### config.mk
export PLATFORM = sky130hd
export DESIGN_NAME = neuron_acc_ctrl
export DESIGN_NICKNAME = d
export VERILOG_FILES = /design/src/rtl/neuron_acc_ctrl_pkg.sv /design/src/rtl/neuron_acc_ctrl_delay.sv /design/src/rtl/neuron_acc_ctrl.sv
export SDC_FILE = /design/constraint.sdc
export NUM_CORES = 1
export LEC_CHECK = 0
export BUFFER_PORTS_ARGS = -buffer_cell sky130_fd_sc_hd__buf_2
export CAP_MARGIN = 10
export CORE_MARGIN = 5
export CORE_UTILIZATION = 40
export DETAILED_ROUTE_END_ITERATION = 6
export HOLD_SLACK_MARGIN = 0.06
export PLACE_DENSITY = 0.71
export SKIP_LAST_GASP = 1
export SLEW_MARGIN = 20
export SYNTH_ARGS = -nofsm -noshare
export SYNTH_HDL_FRONTEND = slang
export SYNTH_SLANG_ARGS = --single-unit
### constraint.sdc
create_clock -name clk -period 3.95 [get_ports clk]
set_clock_uncertainty 0.15 [all_clocks]
set_input_delay 0 -clock clk [delete_from_list [all_inputs] [get_ports clk]]
set_output_delay 0 -clock clk [all_outputs]
set_load 0.01 [all_outputs]
### src/rtl/neuron_acc_ctrl_pkg.sv
// Shared definitions for the neuron accumulator controller: FSM encoding,
// default product-pipeline latency and the address-width helper.
package neuron_acc_ctrl_pkg;

  typedef enum logic [1:0] {
    ST_IDLE  = 2'd0,
    ST_RUN   = 2'd1,
    ST_DRAIN = 2'd2
  } state_e;

  localparam int DEFAULT_MAC_LAT = 3;

  // ceil(log2(value)), never below 1 so a length-1 configuration still gets a bit.
  function automatic int clog2_min1(input int value);
    int bits;
    bits = 1;
    for (int i = 1; i < 31; i++) begin
      if ((1 << i) < value) bits = i + 1;
    end
    return bits;
  endfunction

endpackage

### src/rtl/neuron_acc_ctrl_delay.sv
// Fixed-depth shift register with synchronous reset; carries {last, en}
// alongside the weight-ROM/multiplier pipeline.
module sig_delay_line #(
  parameter int WIDTH = 1,
  parameter int DEPTH = 1
) (
  input  logic             clk,
  input  logic             rst,
  input  logic [WIDTH-1:0] din,
  output logic [WIDTH-1:0] dout
);

  logic [WIDTH-1:0] stage_q [DEPTH];
  logic [WIDTH-1:0] stage_d [DEPTH];

  always_comb begin
    stage_d[0] = din;
    for (int i = 1; i < DEPTH; i++) begin
      stage_d[i] = stage_q[i-1];
    end
  end

  // NOTE: every stage is reset, unlike a data RAM: a stale en/last left in
  // flight across a reset would corrupt the first post-reset vector.
  always_ff @(posedge clk) begin
    if (rst) begin
      for (int i = 0; i < DEPTH; i++) begin
        stage_q[i] <= '0;
      end
    end else begin
      stage_q <= stage_d;
    end
  end

  assign dout = stage_q[DEPTH-1];

endmodule

### src/rtl/neuron_acc_ctrl.sv
// Sequencer for one neuron: issues samples with weight addresses, drives the
// accumulator en/last in step with the product pipeline and buffers the result.
module neuron_acc_ctrl
  import neuron_acc_ctrl_pkg::*;
#(
  parameter int DIN_WIDTH  = 16,
  parameter int DOUT_WIDTH = 32,
  parameter int MAX_LEN    = 256,
  parameter int MAC_LAT    = DEFAULT_MAC_LAT,
  localparam int ADDR_W    = clog2_min1(MAX_LEN)
) (
  input  logic                  clk,
  input  logic                  rst,
  input  logic [ADDR_W:0]       cfg_len,
  input  logic [DIN_WIDTH-1:0]  s_data,
  input  logic                  s_valid,
  input  logic                  s_last,
  output logic                  s_ready,
  output logic [DIN_WIDTH-1:0]  mac_x,
  output logic                  mac_issue,
  output logic [ADDR_W-1:0]     w_addr,
  output logic                  acc_en,
  output logic                  acc_last,
  input  logic [DOUT_WIDTH-1:0] acc_dout,
  input  logic                  acc_dout_valid,
  output logic [DOUT_WIDTH-1:0] m_data,
  output logic                  m_valid,
  input  logic                  m_ready,
  output logic                  busy,
  output logic                  err_cfg,
  output logic                  err_len
);

  localparam int LEN_W = ADDR_W + 1;
  localparam int DR_W  = clog2_min1(MAC_LAT + 1);
  localparam logic [LEN_W-1:0] MAX_LEN_V = LEN_W'(MAX_LEN);
  localparam logic [LEN_W-1:0] ONE_V     = LEN_W'(1);
  localparam logic [DR_W-1:0]  DRAIN_MIN = DR_W'(MAC_LAT);

  state_e                  state_q, state_d;
  logic [LEN_W-1:0]        len_q, len_d;
  logic [LEN_W-1:0]        count_q, count_d;
  logic [DR_W-1:0]         drain_q, drain_d;
  logic [DOUT_WIDTH-1:0]   m_data_q, m_data_d;
  logic                    m_valid_q, m_valid_d;
  logic                    err_cfg_q, err_cfg_d;
  logic                    err_len_q, err_len_d;
  logic                    rst_hold_q, rst_hold_d;

  logic                    ready_c;
  logic                    issue;
  logic                    is_final;
  logic                    cfg_ok;
  logic [LEN_W-1:0]        eff_len;
  logic [1:0]              dl_in;
  logic [1:0]              dl_out;

  assign cfg_ok  = (cfg_len != '0) && (cfg_len <= MAX_LEN_V);
  assign eff_len = cfg_ok ? cfg_len : MAX_LEN_V;

  // The cycle right after a reset never accepts a sample.
  assign rst_hold_d = rst;

  // NOTE: every signal written here gets a default first; a path that skips
  // an assignment would otherwise infer a latch.
  always_comb begin
    ready_c = 1'b0;
    case (state_q)
      ST_IDLE: ready_c = ~m_valid_q | m_ready;
      ST_RUN:  ready_c = 1'b1;
      default: ready_c = 1'b0;
    endcase
    ready_c = ready_c & ~rst_hold_q;
  end

  assign issue = s_valid & ready_c;

  always_comb begin
    is_final = 1'b0;
    if (state_q == ST_IDLE) begin
      is_final = (eff_len == ONE_V);
    end else if (state_q == ST_RUN) begin
      is_final = (count_q == (len_q - ONE_V));
    end
  end

  always_comb begin
    state_d   = state_q;
    len_d     = len_q;
    count_d   = count_q;
    drain_d   = drain_q;
    m_data_d  = m_data_q;
    m_valid_d = m_valid_q & ~m_ready;
    err_cfg_d = err_cfg_q;
    err_len_d = err_len_q;

    if (issue && (s_last != is_final)) begin
      err_len_d = 1'b1;
    end

    case (state_q)
      ST_IDLE: begin
        if (issue) begin
          len_d = eff_len;
          if (!cfg_ok) err_cfg_d = 1'b1;
          if (is_final) begin
            state_d = ST_DRAIN;
            count_d = '0;
            drain_d = '0;
          end else begin
            state_d = ST_RUN;
            count_d = ONE_V;
          end
        end
      end

      ST_RUN: begin
        if (issue) begin
          if (is_final) begin
            state_d = ST_DRAIN;
            count_d = '0;
            drain_d = '0;
          end else begin
            count_d = count_q + ONE_V;
          end
        end
      end

      ST_DRAIN: begin
        if (drain_q != DRAIN_MIN) begin
          drain_d = drain_q + DR_W'(1);
        end
        // Results before the last product can have reached the accumulator are not ours.
        if (acc_dout_valid && (drain_q == DRAIN_MIN)) begin
          m_data_d  = acc_dout;
          m_valid_d = 1'b1;
          state_d   = ST_IDLE;
        end
      end

      default: begin
        state_d = ST_IDLE;
        count_d = '0;
      end
    endcase
  end

  // NOTE: state registers use non-blocking assignments so every flop samples
  // the pre-edge value of its neighbours.
  always_ff @(posedge clk) begin
    if (rst) begin
      state_q    <= ST_IDLE;
      len_q      <= '0;
      count_q    <= '0;
      drain_q    <= '0;
      m_data_q   <= '0;
      m_valid_q  <= 1'b0;
      err_cfg_q  <= 1'b0;
      err_len_q  <= 1'b0;
      rst_hold_q <= 1'b1;
    end else begin
      state_q    <= state_d;
      len_q      <= len_d;
      count_q    <= count_d;
      drain_q    <= drain_d;
      m_data_q   <= m_data_d;
      m_valid_q  <= m_valid_d;
      err_cfg_q  <= err_cfg_d;
      err_len_q  <= err_len_d;
      rst_hold_q <= rst_hold_d;
    end
  end

  // The final sample travels as last with en low, matching the accumulator protocol.
  assign dl_in = {issue & is_final, issue & ~is_final};

  sig_delay_line #(
    .WIDTH (2),
    .DEPTH (MAC_LAT)
  ) u_en_last_dly (
    .clk  (clk),
    .rst  (rst),
    .din  (dl_in),
    .dout (dl_out)
  );

  assign acc_en    = dl_out[0];
  assign acc_last  = dl_out[1];
  assign s_ready   = ready_c;
  assign mac_x     = s_data;
  assign mac_issue = issue;
  assign w_addr    = count_q[ADDR_W-1:0];
  assign m_data    = m_data_q;
  assign m_valid   = m_valid_q;
  assign busy      = (state_q != ST_IDLE);
  assign err_cfg   = err_cfg_q;
  assign err_len   = err_len_q;

endmodule

==> metrics.md <==
| Metric | Value |
|---|---|
| DP Wirelength | 5340 um |
| Leading area contributor after synthesis | dfxtp_1 |
| Clk Latency, worst-skew pair | 0.33 ns |
| Setup crit start kind | input pin |
| Clock period minus worst slack | 2.781 ns |
| Most used DFF post-synth | dfxtp_1 |
| Share of the synthesized area in the top cell type | 41.61% |
| Combinational share of power | 11.7% |
| Top-count cell post-synth | nand2_1 |
| Clock sinks | 64 |
| PwrDens | 339.0 nW/um2 |
| Met1 wire length | 3422 um |
| Setup repair after global routing missed its margin | false |
| Adder-cell share of the synthesized area | 1.625% |
| Area delta synth->final | 39.82% |
| Via count of the routed design | 2921 |
| Fill count | 692 |
| Final period utilization | 70.41% |
| CTS H-Tree Depth | 3 |
| Min-delay worst type | reg -> reg |
| Syn_nets | 432 |
| Initial Util | 40.48% |
| Routed wire per std cell | 13.56 um |
| Synth Area in XOR/XNOR | 4.835% |
| Post-synthesis async set-or-reset flop share | 0% |
| DIE HEIGHT | 97.74 um |
| GRT Total Usage | 17.16% |
| Synth Warn # | 0 |
| Pre-antenna DRT Iters | 4 |
| Initial antenna violation count | 0 |
| Max cap viols | 0 |
| Die area | 9553 um2 |
| Iter 0 DRT Violations | 82 |
| Status | completed |
| CP peak stage delay | 0.57 ns |
| Fin util | 56.60% |
| Synthesized area | 3079 um2 |
| # resized after CTS | 0 |
| Area contributors post-synth | dfxtp_1 42%, nand2_1 9.3%, a21oi_1 7.3%, buf_4 5.9%, a211oi_2 2.8% |
| Mux cell area share after synthesis | 0.3251% |
| Max Freq | 359.5 MHz |
| Total global routing overflow | 0 |
| Final hold vios | 0 |
| Proportion of layout cells with a drive suffix above 1 | 26.55% |
| Arrival @ worst endpoint | 2.83 ns |
| Clock buffer depth | 2 |
| Vias per cell | 4.836 |
| Most frequent CP cell | nand2_1 |
| Worst path cell trace | dlygate4sd3_1 > buf_2 > nor4_1 > nand2_1 > or2_2 > ha_1 > nor4bb_1 > nand2_1 > o31ai_2 > a211oi_1 |
| Post-synthesis sequential area ratio | 41.61% |
| Top layer in use | met4 |
| Sw frac | 23.47% |
| Worst EP required | 4.00 ns |
| Fraction of the mapped netlist area in simple logic gates | 23.97% |
| Chip width | 97.74 um |
| IO Port Bufs | 94 |
| TritonCTS clock tree | yes |
| Pre-CTS WS | 1.388 ns |
| Seq pwr share | 45.5% |
| Core ar. | 7607 um2 |
| Largest net degree at the start of global routing | 42 |
| Most common library cells after synthesis | 76 x nand2_1, 64 x dfxtp_1, 45 x a21oi_1, 24 x buf_4, 20 x nor2_1 |
| Yosys cell types | 49 |
| Clock slew at reported path FFs | 0.07 ns |
| Leakage power | 1.793 nW |
| Switching pwr | 342.6 uW |
| Endpoints failing setup | 0 |
| # nets final | 563 |
| Via count of the first global-routing pass | 2859 |
| Worst slew pin tran | 0.9951 ns |
| Met3 Wirelength | 393 um |
| GP Congestion | 0.7882 |
| DRT antenna net count | 0 |
| Hold Slack | 0.2882 ns |
| Slew Viols, Final | 0 |
| Peak supply drop | 0.1952 mV |
| Num ports | 127 |
| Residual DRC count | 0 |
| Routed met2 length | 4195 um |
| Critical path class | in -> reg |
| Relative slew margins | 33.41% |
| Final WS setup | 1.169 ns |
| Main combinational cell family by area after synthesis | simple AND/OR/NAND/NOR gates |
| Post-Syn Instances | 365 |
| Num CTS Buffers | 9 |
| CP max-delay cell | nor4bb_1 |
| Syn_area_per_cell | 8.436 um2 |
| Worst Setup End Kind | flop |
| Global-route wire length before repair | 13420 um |
| Routed Wire Length | 8192 um |
| Fin Setup TNS | 0 ns |
| #FFs+latches synth | 64 |
| Root buf cell | clkbuf_8 |
| Post-CTS repair timing setup buffer count | 0 |
| Post-synth EDFFs | 0 |
| Clock power share | 42.8% |
| Cell Int Power | 1.117 mW |
| Synth Area in Compound Gates | 17.51% |
| Crit Path Max Fanout | 10 |
| # rows | 32 |
[critical path, delay by kind of cell]
kind / cells / cell delay [ns]
and+or+nand+nor: 5 / 1.50
buffers and inverters: 2 / 0.67
adders and majority gates: 1 / 0.40
AOI/OAI and AO/OA: 2 / 0.26
[through the flow]
step                cell area, um2  std cells  total power [mW]
floorplan                     3079        365            0.7719
global route                  4303        603             1.517
finish                        4305        604             1.460
detailed placement            3422        521            0.7947
global placement              3417        521            0.7926
CTS                           4303        603             1.478
[final timing paths]
check	to	slack, ns	start	cells after the start
worst max-delay path	drain_q[1]$_SDFFE_PP0P_	1.17	cfg_len[4]	10
worst min register to register	u_en_last_dly.dout[0]$_SDFF_PP0_	0.29	u_en_last_dly.stage_d[0]$_SDFF_PP0_	1
worst min-delay path	u_en_last_dly.dout[0]$_SDFF_PP0_	0.29	u_en_last_dly.stage_d[0]$_SDFF_PP0_	1
worst max register to register	count_q[1]$_SDFFE_PP0P_	1.52	len_q[0]$_SDFFE_PP0P_	8
[cell type report]
cell class	instances	area [um2]	share of cell area, %
sequential	64	1281	29.76
inverter	9	33.78	0.7847
timing repair buffer	162	1146	26.62
clock inverter	5	78.83	1.831
tap	102	127.6	2.964
antenna	1	2.502	0.05812
multi-input combinational	250	1494	34.70
clock buffer	11	141.4	3.284
[registers in the layout, summed over array words and instances, names as in the netlist]
signal                 count
len_q                      9
state_q                    2
drain_q                    2
count_q                    9
u_en_last_dly.stage_d      4
m_data                    32
rst_hold_q                 1
u_en_last_dly.dout         2
m_valid                    1
err_cfg                    1
err_len                    1
[logic make-up after synthesis]
family | after synthesis
AOI/OAI and AO/OA | 75
and+or+nand+nor | 153
muxes | 1
buffers and inverters | 51
DFF | 64
xor gates and xnor gates | 17
adders and majority gates | 4
[per-layer routing]
metal  track usage, %  up-vias
met5                0        -
met4            9.159        0
li1                 -     1480
met2            29.94      101
met3            3.786       13
met1            19.49     1327
[repair_timing]
| action | in CTS | in global routing |
|---|---|---|
| endpoints found under the setup margin | 0 | 0 |
| hold buffers | 66 | 0 |
| endpoints found under the hold margin | 76 | 0 |
[cells in the final DEF, fill, tap and decap left out, types with 2 or more instances in the layout]
| cell type | synthesis | routed |
|---|---|---|
| or2_2 | 2 | 2 |
| nor2_1 | 20 | 19 |
| xor2_1 | 10 | 10 |
| buf_4 | 24 | 2 |
| nand2_1 | 76 | 76 |
| nand4_1 | 3 | 3 |
| a211oi_2 | 7 | 7 |
| o211ai_1 | 2 | 2 |
| nand3_1 | 8 | 8 |
| dfxtp_1 | 64 | 64 |
| nor3b_1 | 9 | 9 |
| dlygate4sd3_1 | 0 | 66 |
| clkinv_2 | 0 | 2 |
| nor4b_1 | 2 | 2 |
| nor4_1 | 2 | 2 |
| nand2b_1 | 5 | 5 |
| nor2b_1 | 6 | 6 |
| o21ai_0 | 5 | 5 |
| clkbuf_8 | 2 | 10 |
| inv_1 | 9 | 9 |
| and3_1 | 5 | 5 |
| a21oi_1 | 45 | 45 |
| a211oi_1 | 3 | 3 |
| ha_1 | 4 | 4 |
| xnor2_1 | 7 | 7 |
| nor3_1 | 7 | 7 |
| bufinv_16 | 0 | 2 |
| buf_2 | 2 | 94 |
[power by group through the flow]
stage / clock network, mW / logic, mW / registers (mW)
after floorplan: 0 / 0.0959 / 0.676
final: 0.625 / 0.171 / 0.664
after CTS: 0.644 / 0.170 / 0.663
after global placement: 0 / 0.115 / 0.678
after global routing: 0.665 / 0.187 / 0.665
after detailed placement: 0 / 0.116 / 0.678
(Power assumes the default switching activity.)
